$ cat src/rtl/uart_rx_param.sv
// uart_rx_param: parametrised UART receiver (5..9 data bits, none/odd/even
// parity, 1 or 2 stop bits) with oversampled 3-sample majority voting and
// parity/framing/break reporting on each uart_done pulse.
module uart_rx_param #(
    parameter int CLK_FREQ   = 50000000,
    parameter int UART_BPS   = 9600,
    parameter int DATA_BITS  = 8,
    parameter int PARITY     = 0,
    parameter int STOP_BITS  = 1,
    parameter int OVERSAMPLE = 16
) (
    input  logic                 clk,
    input  logic                 rst,
    input  logic                 uart_rxd,
    output logic [DATA_BITS-1:0] data,
    output logic                 uart_done,
    output logic                 parity_err,
    output logic                 frame_err,
    output logic                 break_det,
    output logic                 busy
);

    localparam int TICK_DIV = CLK_FREQ / (UART_BPS * OVERSAMPLE);
    localparam int DIV_W    = (TICK_DIV > 1) ? $clog2(TICK_DIV) : 1;
    localparam int OS_W     = $clog2(OVERSAMPLE);

    localparam logic [DIV_W-1:0] DIV_LAST = DIV_W'(TICK_DIV - 1);
    localparam logic [OS_W-1:0]  IDX_S0   = OS_W'(OVERSAMPLE / 2 - 1);
    localparam logic [OS_W-1:0]  IDX_S1   = OS_W'(OVERSAMPLE / 2);
    localparam logic [OS_W-1:0]  IDX_S2   = OS_W'(OVERSAMPLE / 2 + 1);
    localparam logic [OS_W-1:0]  IDX_LAST = OS_W'(OVERSAMPLE - 1);
    localparam logic [3:0]       BIT_LAST = 4'(DATA_BITS - 1);
    localparam logic             STP_LAST = 1'(STOP_BITS - 1);

    if (TICK_DIV < 1 || DATA_BITS < 5 || DATA_BITS > 9 || PARITY < 0 || PARITY > 2 ||
        STOP_BITS < 1 || STOP_BITS > 2 || OVERSAMPLE < 8 || (OVERSAMPLE % 2) != 0)
    begin : g_bad_params
        $error("uart_rx_param: illegal parameter combination");
    end

    typedef enum logic [2:0] {
        ST_IDLE, ST_START, ST_DATA, ST_PARITY, ST_STOP, ST_DONE, ST_WAIT_IDLE
    } state_t;

    state_t                 state, state_nxt;
    logic                   sync1, sync2, sync3;
    logic [DIV_W-1:0]       div_cnt;
    logic [OS_W-1:0]        tick_idx;
    logic                   v0, v1;
    logic [DATA_BITS-1:0]   shreg;
    logic [3:0]             bit_cnt;
    logic                   stop_cnt;
    logic                   par_bit;
    logic                   ferr_acc;

    logic rx_s, start_edge, tick, vote_stb, bit_end, vote, par_x;

    assign rx_s       = sync2;
    assign start_edge = sync3 & ~sync2;
    assign tick       = (div_cnt == DIV_LAST);
    assign vote_stb   = tick && (tick_idx == IDX_S2);
    assign bit_end    = tick && (tick_idx == IDX_LAST);
    assign vote       = (v0 & v1) | (v0 & rx_s) | (v1 & rx_s);
    assign par_x      = (^shreg) ^ par_bit;

    // Two-stage synchroniser plus edge-detect flop, idle-high at reset
    always_ff @(posedge clk or posedge rst) begin
        if (rst) begin
            sync1 <= 1'b1;
            sync2 <= 1'b1;
            sync3 <= 1'b1;
        end else begin
            sync1 <= uart_rxd;
            sync2 <= sync1;
            sync3 <= sync2;
        end
    end

    // Oversample tick divider and in-bit tick index, parked at 0 outside a frame
    always_ff @(posedge clk or posedge rst) begin
        if (rst) begin
            div_cnt  <= '0;
            tick_idx <= '0;
        end else if (state == ST_IDLE || state == ST_DONE || state == ST_WAIT_IDLE) begin
            div_cnt  <= '0;
            tick_idx <= '0;
        end else if (tick) begin
            div_cnt  <= '0;
            tick_idx <= (tick_idx == IDX_LAST) ? '0 : tick_idx + 1'b1;
        end else begin
            div_cnt  <= div_cnt + 1'b1;
        end
    end

    // State register
    always_ff @(posedge clk or posedge rst) begin
        if (rst) state <= ST_IDLE;
        else     state <= state_nxt;
    end

    // Next-state logic
    always_comb begin
        state_nxt = state;
        case (state)
            ST_IDLE:      if (start_edge) state_nxt = ST_START;
            ST_START: begin
                if (vote_stb && vote) state_nxt = ST_IDLE;
                else if (bit_end)     state_nxt = ST_DATA;
            end
            ST_DATA:      if (bit_end && bit_cnt == BIT_LAST)
                              state_nxt = (PARITY != 0) ? ST_PARITY : ST_STOP;
            ST_PARITY:    if (bit_end) state_nxt = ST_STOP;
            // Leave on the final stop vote so a back-to-back start edge is seen in IDLE
            ST_STOP:      if (vote_stb && stop_cnt == STP_LAST) state_nxt = ST_DONE;
            ST_DONE:      state_nxt = ferr_acc ? ST_WAIT_IDLE : ST_IDLE;
            ST_WAIT_IDLE: if (rx_s) state_nxt = ST_IDLE;
            default:      state_nxt = ST_IDLE;
        endcase
    end

    // Sampling, shifting, error accumulation and registered outputs
    always_ff @(posedge clk or posedge rst) begin
        if (rst) begin
            v0         <= 1'b0;
            v1         <= 1'b0;
            shreg      <= '0;
            bit_cnt    <= '0;
            stop_cnt   <= 1'b0;
            par_bit    <= 1'b0;
            ferr_acc   <= 1'b0;
            data       <= '0;
            uart_done  <= 1'b0;
            parity_err <= 1'b0;
            frame_err  <= 1'b0;
            break_det  <= 1'b0;
            busy       <= 1'b0;
        end else begin
            uart_done <= 1'b0;
            busy      <= (state_nxt != ST_IDLE);
            if (tick && tick_idx == IDX_S0) v0 <= rx_s;
            if (tick && tick_idx == IDX_S1) v1 <= rx_s;
            case (state)
                ST_IDLE: begin
                    bit_cnt  <= '0;
                    stop_cnt <= 1'b0;
                    par_bit  <= 1'b0;
                    ferr_acc <= 1'b0;
                end
                ST_DATA: begin
                    if (vote_stb) shreg   <= {vote, shreg[DATA_BITS-1:1]};
                    if (bit_end)  bit_cnt <= bit_cnt + 1'b1;
                end
                ST_PARITY: if (vote_stb) par_bit <= vote;
                ST_STOP: begin
                    if (vote_stb && !vote) ferr_acc <= 1'b1;
                    if (bit_end)           stop_cnt <= 1'b1;
                end
                ST_DONE: begin
                    data       <= shreg;
                    uart_done  <= 1'b1;
                    frame_err  <= ferr_acc;
                    parity_err <= (PARITY == 1) ? ~par_x : (PARITY == 2) ? par_x : 1'b0;
                    break_det  <= (shreg == '0) && (par_bit == 1'b0) && ferr_acc;
                end
                default: ;
            endcase
        end
    end

endmodule

$ cat config.mk
export PLATFORM = sky130hd
export DESIGN_NAME = uart_rx_param
export DESIGN_NICKNAME = d
export VERILOG_FILES = /design/src/rtl/uart_rx_param.sv
export SDC_FILE = /design/constraint.sdc
export NUM_CORES = 1
export LEC_CHECK = 0
export ABC_AREA = 1
export ABC_CLOCK_PERIOD_IN_PS = 1900
export BUFFER_PORTS_ARGS = -buffer_cell sky130_fd_sc_hd__buf_2
export CAP_MARGIN = 10
export CORE_ASPECT_RATIO = 0.5
export CORE_MARGIN = 1.5
export CORE_UTILIZATION = 40
export CTS_CLUSTER_DIAMETER = 120
export DETAILED_ROUTE_END_ITERATION = 7
export PLACE_DENSITY = 0.65
export SYNTH_ARGS = -nofsm -noshare
export SYNTH_HDL_FRONTEND = slang
export SYNTH_SLANG_ARGS = --single-unit
$ cat constraint.sdc
create_clock -name clk -period 1.9 [get_ports clk]
set_clock_uncertainty 0.2 [all_clocks]
set_input_delay 0.095 -clock clk [delete_from_list [all_inputs] [get_ports clk]]
set_output_delay 0.095 -clock clk [all_outputs]
set_load 0.05 [all_outputs]
==> impl_metrics.py, run 1 <==
metrics = {
    "timing": {
        "rsz0062_at_grt": "yes",
        "setup_violations": 0,
        "max_freq_ghz": 0.563,
        "slew-limit-headroom_pct": 60.8,
        "post-route-period-util_pct": 93.5,
        "slew_violations": 0,
        "worst_slew_pin_slew_ns": 0.588,
        "finalCriticalPeriod_ns": 1.78,
        "finalHoldViolations": 0,
        "timing.hold.ws_ns": 0.157,
    },
    "critical_path": {
        "r2r_start": "div_cnt[0]",
        "cp.arrival_ns": 1.77,
        "crit_fanout": 8,
        "critPathKind": "flop to flop",
        "required_ns": 1.90,
        "endpoint_kind": "flop",
        "cp-start-kind": "flop",
        "startpoint": "div_cnt[0]",
    },
    "placement": {
        "hpwlAfterDp_um": 3050,
        "place_congestion": 0.843,
        "port_buffers": 14,
        "placed_cell_area_sq_um": 2490,
    },
    "die": {
        "io_pins": 16,
        "die_height_um": 57.2,
        "start_util_pct": 42.2,
        "core_region_area_sq_um": 5560,
        "die_area_sq_um": 6370,
        "num_rows": 19,
        "die_width_um": 111,
    },
    "finish": {
        "final_cell_mix": "nand2_1, dfrtp_1, inv_1",
        "antenna_cells": 0,
        "layout_commonest_cell": "nand2_1",
        "area_growth_pct": 16.2,
        "layout.nets": 302,
        "design_area_sq_um": 2730,
        "drive_above_1_share_pct": 21.8,
    },
    "route": {
        "drc": 0,
        "routed_wl_um": 4300,
        "first_iter_violations": 78,
        "drt_first_pass_iters": 4,
        "routedWlPerCell_um": 11.7,
        "vias": 1794,
        "vias_per_cell": 4.89,
        "drtAntennaViolNets": 0,
    },
    "global_route": {
        "grt_first_pass_wirelength_um": 7710,
        "antenna_found_initial": 0,
        "grt_max_degree": 49,
        "track_usage_pct": 15.1,
        "grt_pass1_vias": 1762,
        "grt_remaining_overflow": 0,
    },
    "synth": {
        "synth.distinct_cells": 36,
        "synth_top_cell_area_share_pct": 47.9,
        "syn_avg_cell_area_sq_um": 8.80,
        "synth.net_count": 276,
        "netlist_area_sq_um": 2350,
        "ys_warn_count": 0,
        "syn_inst": 267,
        "yosys.area.top_type": "dfrtp_1",
        "synth.area.top_cells": "dfrtp_1, nand2_1, inv_1",
        "ys_ff_latch": 48,
        "yosysSeqAreaShare_pct": 51.3,
    },
    "run_status": {
        "outcome": "finished clean",
    },
    "clocking": {
        "clk_pin_slew_ns": 0.06,
        "cts_buffers": 5,
        "tritoncts": "done",
        "htreeDepth": 2,
        "cts-root-buf": "clkbuf_16",
        "numClockSinks": 48,
        "clock_latency_ns": 0.29,
        "clockBufferDepth": 2,
    },
    "run": {
        "drv_cap": 0,
    },
    "pwr": {
        "leakage_uw": 0.00143,
        "powerDensity_nw_per_um2": 895,
        "irDropWorstVdd_mv": 0.411,
    },
    "hold_path": {
        "hold_path.class": "flop to flop",
        "hold_start": "sync1",
    },
}
## cells in the mapped netlist
cell and count:
buf_8 1, nand2_2 4, conb_1 1, o22ai_1 1
dfrtp_1 45, nand3_1 16, nor4_1 2, nor3_1 6
nor2_4 1, nor3_4 1, nor3_2 1, ha_1 6
clkbuf_1 1, o21ai_1 1, dfstp_2 3, nand2_1 51
o21ai_2 2, inv_2 7, inv_1 36, a31oi_1 1
nor3b_1 1, nor2_2 2, nor2_1 23, o21ai_0 25
nor2_8 2, buf_4 1, nand2_4 2, and3_1 1
o21bai_2 1, nand3_2 1, nand4_1 3, buf_6 1
nand3_4 2, a21oi_1 13, nand3b_1 1, inv_4 1
## critical path: stages, from the launching register on
cell	delay, ns
dfrtp_1	0.41
inv_1	0.07
ha_1	0.15
nand2_2	0.06
inv_2	0.05
nand2_2	0.07
nor2_8	0.17
buf_4	0.15
nor2_4	0.05
inv_4	0.10
a21oi_2	0.06
nor3_1	0.14
## timing repair
item / in CTS / in global routing
hold endpoints to repair: 46 / 0
setup buffers: 0 / 3
resized for setup: 0 / 10
endpoints found under the setup margin: 0 / 9
hold buffers: 2 / 0
## kinds of logic (layout without fill, tap and decap cells)
kind of cell             count (synthesis)  in the layout  synth area share (%)
flip-flops                              48             48                  51.3
adder cells (fa/ha/maj)                  6              6                  3.20
AO/OA/AOI/OAI                           44             44                  10.1
other                                    1              1                 0.160
buffers and inverters                   48             74                  8.74
AND/OR/NAND/NOR                        120            121                  26.5
## flip-flops by register name (all words and copies together) (netlist names), 3 cells and up
signal,flops
bit_cnt,4
data,8
div_cnt,9
shreg,8
state,3
tick_idx,4
## routing by layer
metal  vias to the layer above  GRT usage, %  routed length (um)
li1                        906             -                   -
met3                         6          4.14                 134
met4                         0          6.33                  55
met1                       859          19.0                2190
met5                         -             0                   0
met2                        23          25.1                1920
## stage by stage
step                      setup WS (ns)  total power [uW]  setup TNS (ns)  utilization [%]  instances
after floorplan                   0.248              1470               0                -        267
after global placement            0.130              1530               0             44.8        353
after detailed placement          0.105              1550               0             44.8        353
after CTS                        0.0826              2450               0             47.9        363
after global routing            -0.0429              2580          -0.141             49.1        367
final                             0.123              2440               0             49.1        367
## cell type report
| cell class | count | area [sq um] |
|---|---|---|
| fillers | 530 | 2830 |
| flip-flops and latches | 48 | 1210 |
| multi-input cells | 172 | 968 |
| inverters | 44 | 173 |
| repair buffers | 22 | 139 |
| clock buffers | 5 | 125 |
| well taps | 73 | 91.3 |
| clock inverters | 3 | 26.3 |
## path summary, 6_finish.rpt
check                         endpoint  slack (ns)  cells past startpoint
min in group asynchronous      data[6]        0.30                      4
max in group asynchronous  tick_idx[0]        0.77                      4
min                               rx_s        0.16                      0
max                        tick_idx[2]        0.12                     11
max reg2reg                tick_idx[2]        0.12                     11
min reg2reg                       rx_s        0.16                      0
## power breakdown
group	switching [uW]	internal, uW	leakage [uW]
registers	89.2	1100	0.000642
clock network	402	500	0.0000748
logic	231	121	0.000712
total	722	1720	0.00143
Note: power is estimated with default switching activity, not from simulation.
==> inputs of run 2 (changes only) <==
--- a/config.mk
+++ b/config.mk
@@ -14,7 +14,7 @@
 export CORE_UTILIZATION = 40
 export CTS_CLUSTER_DIAMETER = 120
 export DETAILED_ROUTE_END_ITERATION = 7
-export PLACE_DENSITY = 0.65
+export PLACE_DENSITY = 0.66
 export SYNTH_ARGS = -nofsm -noshare
 export SYNTH_HDL_FRONTEND = slang
 export SYNTH_SLANG_ARGS = --single-unit
==> run 2 against run 1 <==
Sequential power barely moved. Non-clock buffer count did not move. Largest power group unchanged. Setup slack got worse by 0.0058 ns. Cell count fell by 0.27%.
==> impl_metrics.py, run 2 (same netlist as run 1, synthesis figures left out) <==
metrics = {
    "run_status": {
        "outcome": "finished clean",
    },
    "clocking": {
        "cts-root-buf": "clkbuf_16",
        "clk_pin_slew_ns": 0.06,
        "numClockSinks": 48,
        "clock_latency_ns": 0.29,
        "htreeDepth": 2,
        "cts_buffers": 5,
        "clockBufferDepth": 2,
        "tritoncts": "done",
    },
    "die": {
        "start_util_pct": 42.2,
        "io_pins": 16,
        "num_rows": 19,
        "die_area_sq_um": 6370,
        "die_height_um": 57.2,
        "die_width_um": 111,
        "core_region_area_sq_um": 5560,
    },
    "pwr": {
        "p_int_uw": 1850,
        "p_comb_share_pct": 15.2,
        "irDropWorstVdd_mv": 0.479,
        "powerDensity_nw_per_um2": 936,
        "seqPwrFrac_pct": 46.2,
        "p_sw_uw": 696,
        "pwr-share-clk_pct": 38.6,
        "power_uw": 2550,
        "swShare_pct": 27.3,
        "leakage_uw": 0.00143,
    },
    "global_route": {
        "grt_remaining_overflow": 0,
        "grt_pass1_vias": 1732,
        "antenna_found_initial": 0,
        "grt_first_pass_wirelength_um": 8070,
        "track_usage_pct": 16.1,
        "grt_max_degree": 27,
    },
    "timing": {
        "slew_violations": 0,
        "worst_slew_pin_slew_ns": 0.536,
        "setup_violations": 0,
        "timing.hold.ws_ns": 0.158,
        "finalHoldViolations": 0,
        "max_freq_ghz": 0.561,
        "finalCriticalPeriod_ns": 1.78,
        "post-route-period-util_pct": 93.8,
        "slew-limit-headroom_pct": 64.2,
    },
    "critical_path": {
        "required_ns": 1.87,
        "cp.arrival_ns": 1.76,
        "endpoint_kind": "flop",
        "critPathKind": "flop to flop",
        "crit_fanout": 5,
        "cp-start-kind": "flop",
    },
    "route": {
        "vias": 1758,
        "routed_wl_um": 4390,
        "first_iter_violations": 106,
        "vias_per_cell": 4.80,
        "drt_first_pass_iters": 4,
        "routedWlPerCell_um": 12.0,
        "drtAntennaViolNets": 0,
        "drc": 0,
    },
    "placement": {
        "place_congestion": 0.870,
        "port_buffers": 14,
        "hpwlAfterDp_um": 3220,
        "placed_cell_area_sq_um": 2500,
    },
    "finish": {
        "layout_commonest_cell": "nand2_1",
        "nFillCells": 537,
        "drive_above_1_share_pct": 20.8,
        "regMostFlops": "div_cnt",
        "layout.nets": 301,
        "antenna_cells": 0,
        "largest_register_ffs": 9,
        "final_cell_mix": "nand2_1, dfrtp_1, inv_1",
        "design_area_sq_um": 2720,
        "area_growth_pct": 15.9,
        "top_regs": "div_cnt (9), data (8), shreg (8)",
    },
    "run": {
        "drv_cap": 0,
    },
    "hold_path": {
        "hold_path.class": "flop to flop",
    },
}
## run 2: what timing repair did
| action | CTS | global route |
|---|---|---|
| resized for setup | 0 | 7 |
| hold buffers | 2 | 0 |
| endpoints found under the setup margin | 0 | 6 |
| buffers inserted | 0 | 2 |
| endpoints found under the hold margin | 24 | 0 |
## run 2: power by group through the flow
stage | Clock (uW) | Combinational (uW) | Sequential (uW)
2_1_floorplan | 0 | 284 | 1190
4_1_cts | 1000 | 380 | 1180
5_1_grt | 1050 | 445 | 1190
6_report | 985 | 386 | 1180
3_3_place_gp | 0 | 367 | 1190
3_5_place_dp | 0 | 375 | 1200
## run 2: routing by layer
| layer | global-route usage, % | routed length, um | vias up |
|---|---|---|---|
| met1 | 21.8 | 2110 | 826 |
| li1 | - | - | 899 |
| met5 | 0 | 0 | - |
| met2 | 25.0 | 2030 | 28 |
| met3 | 4.14 | 191 | 5 |
| met4 | 7.23 | 68 | 0 |
## run 2: critical path, cell delays in order (launching register included)
cell     delay (ns)
dfrtp_1        0.38
ha_1           0.21
nand2_1        0.11
nor2_2         0.19
nand3_4        0.13
o21ai_0        0.16
nand2_1        0.08
nor2_2         0.13
nand3_1        0.08
## run 2: worst paths after layout
check,startpoint,endpoint,slack [ns],cells past startpoint
max,tick_idx[1],busy,0.12,8
min,sync1,rx_s,0.16,0
max reg2reg,tick_idx[1],busy,0.12,8
min reg2reg,sync1,rx_s,0.16,0
max in group asynchronous,rst,rx_s,0.66,4
min in group asynchronous,rst,ferr_acc,0.20,3
## run 2: metrics by stage
stage | utilization [%] | setup slack (ns) | instances | TNS (ns)
finish | 48.9 | 0.117 | 366 | 0
global route | 48.9 | -0.0220 | 366 | -0.0405
CTS | 48.3 | 0.0839 | 364 | 0
detailed placement | 45.0 | 0.0904 | 354 | 0
global placement | 45.0 | 0.132 | 354 | 0
floorplan | - | 0.248 | 267 | 0
## run 2: layout make-up
| type | instances | area, sq um | area share, % |
|---|---|---|---|
| Tap cell | 73 | 91.3 | 3.35 |
| Multi-Input combinational cell | 171 | 955 | 35.1 |
| Sequential cell | 48 | 1200 | 44.3 |
| Timing Repair Buffer | 22 | 135 | 4.96 |
| Clock inverter | 2 | 35.0 | 1.29 |
| Clock buffer | 6 | 129 | 4.73 |
| Inverter | 44 | 173 | 6.34 |
==> inputs of run 3 (changes only) <==
--- a/config.mk
+++ b/config.mk
@@ -15,6 +15,7 @@
 export CTS_CLUSTER_DIAMETER = 120
 export DETAILED_ROUTE_END_ITERATION = 7
 export PLACE_DENSITY = 0.66
+export REMOVE_ABC_BUFFERS = 1
 export SYNTH_ARGS = -nofsm -noshare
 export SYNTH_HDL_FRONTEND = slang
 export SYNTH_SLANG_ARGS = --single-unit
==> run 3 against run 2 <==
Die area stayed put. Clock-buffer cell count is 1 higher. Non-clock buffer count is 1 lower. Largest cell class unchanged. Via count is 0.46% higher. Cell count is 0.27% lower. Critical endpoint is now v1.
==> impl_metrics.py, run 3 (same netlist as run 1, synthesis figures left out) <==
metrics = {
    "timing": {
        "setup_violations": 0,
        "slew_violations": 0,
        "finalHoldViolations": 0,
        "finalCriticalPeriod_ns": 1.81,
        "worst_slew_pin_slew_ns": 0.524,
        "slew-limit-headroom_pct": 65.0,
        "max_freq_ghz": 0.553,
        "worst_slack_ns": 0.0929,
        "post-route-period-util_pct": 95.1,
    },
    "clocking": {
        "numClockSinks": 48,
        "htreeDepth": 2,
        "tritoncts": "done",
        "clock_latency_ns": 0.28,
        "clockBufferDepth": 2,
        "cts_buffers": 5,
        "cts-root-buf": "clkbuf_16",
        "clk_pin_slew_ns": 0.06,
    },
    "finish": {
        "drive_above_1_share_pct": 20.5,
        "layout.cells.non_filler": 365,
        "area_growth_pct": 16.8,
        "antenna_cells": 0,
        "final_cell_mix": "nand2_1, dfrtp_1, inv_1",
        "largest_register_ffs": 9,
        "regMostFlops": "div_cnt",
        "layout_commonest_cell": "nand2_1",
        "top_regs": "div_cnt (9), data (8), shreg (8)",
        "layout.nets": 300,
    },
    "route": {
        "routed_wl_um": 4410,
        "drt_first_pass_iters": 4,
        "m1WireLength_um": 2110,
        "drtAntennaViolNets": 0,
        "drc": 0,
        "wl_met2_um": 2040,
        "wl_met3_um": 188,
        "top_layer_used": "met4",
        "vias": 1766,
        "routedWlPerCell_um": 12.1,
        "vias_per_cell": 4.84,
        "first_iter_violations": 94,
    },
    "critical_path": {
        "critical_path_buf_inv_count": 4,
        "critPathKind": "flop to flop",
        "cp-start-kind": "flop",
        "cp_slowest_stage_delay_ns": 0.41,
        "path_cells": "inv_1 -> ha_1 -> nand2_2 -> inv_2 -> nand2_2 -> nor2_8 -> buf_4 -> nand4_1 -> o21ai_0 -> inv_1",
        "endpoint_kind": "flop",
        "cpLargestDelayFamily": "simple AND/OR/NAND/NOR gates",
        "cp.arrival_ns": 1.78,
        "crit_slowest_cell": "dfrtp_1",
        "required_ns": 1.87,
        "crit_fanout": 8,
    },
    "die": {
        "die_area_sq_um": 6370,
        "start_util_pct": 42.2,
        "die_height_um": 57.2,
        "io_pins": 16,
        "die_width_um": 111,
        "num_rows": 19,
        "core_region_area_sq_um": 5560,
    },
    "global_route": {
        "grt_first_pass_wirelength_um": 7620,
        "track_usage_pct": 15.2,
        "antenna_found_initial": 0,
        "grt_max_degree": 26,
        "grt_pass1_vias": 1675,
        "grt_remaining_overflow": 0,
    },
    "placement": {
        "dp_cells": 353,
        "preCtsSetupSlack_ns": 0.106,
        "place_congestion": 0.855,
        "hpwlAfterDp_um": 3170,
        "port_buffers": 14,
    },
    "pwr": {
        "leakage_uw": 0.00144,
        "powerDensity_nw_per_um2": 957,
        "irDropWorstVdd_mv": 0.480,
    },
    "run_status": {
        "outcome": "finished clean",
    },
    "hold_path": {
        "hold_path.class": "flop to flop",
    },
    "run": {
        "drv_cap": 0,
    },
}
==> run 3: report_power, final <==
part           total [uW]  leakage, uW  switching [uW]  internal, uW
combinational         391     0.000709             244           147
clock                1050    0.0000901             360           693
sequential           1180     0.000643            81.9          1100
==> run 3: worst paths after layout <==
check	from	end	slack, ns	cells after the start
worst max-delay path	div_cnt[0]	v1	0.09	10
worst min-delay path	sync1	rx_s	0.15	0
worst max register to register	div_cnt[0]	v1	0.09	10
worst min register to register	sync1	rx_s	0.15	0
max in group asynchronous	rst	sync1	0.70	4
min in group asynchronous	rst	data[6]	0.20	3
==> run 3: cell type report <==
class                           count  area [sq um]
Clock buffer                        7           153
Clock inverter                      1          30.0
Fill cell                         510          2820
Inverter                           44           170
Multi-Input combinational cell    171           953
Sequential cell                    48          1200
Tap cell                           73          91.3
Timing Repair Buffer               21           140
==> run 3: per-layer routing <==
layer / global-route usage, % / vias up
met2: 25.9 / 33
met5: 0 / -
met3: 4.14 / 10
li1: - / 903
met1: 19.2 / 820
met4: 5.24 / 0
==> run 3: what timing repair did <==
action                                  in CTS  in global routing
endpoints found under the hold margin       25                  0
hold buffers                                 2                  0
resized for setup                            0                  5
setup buffers                                0                  2
endpoints found under the setup margin       0                  6
==> run 3: through the flow <==
stage / area [sq um] / util, % / TNS [ns] / total power [uW] / hold slack [ns]
after global routing: 2740 / 49.3 / -0.00746 / 2770 / 0.164
after floorplan: 2310 / - / 0 / 1460 / -0.101
final: 2740 / 49.3 / 0 / 2620 / 0.155
after global placement: 2510 / 45.1 / 0 / 1550 / -0.0342
after CTS: 2710 / 48.7 / 0 / 2620 / 0.156
after detailed placement: 2510 / 45.1 / 0 / 1570 / -0.0321
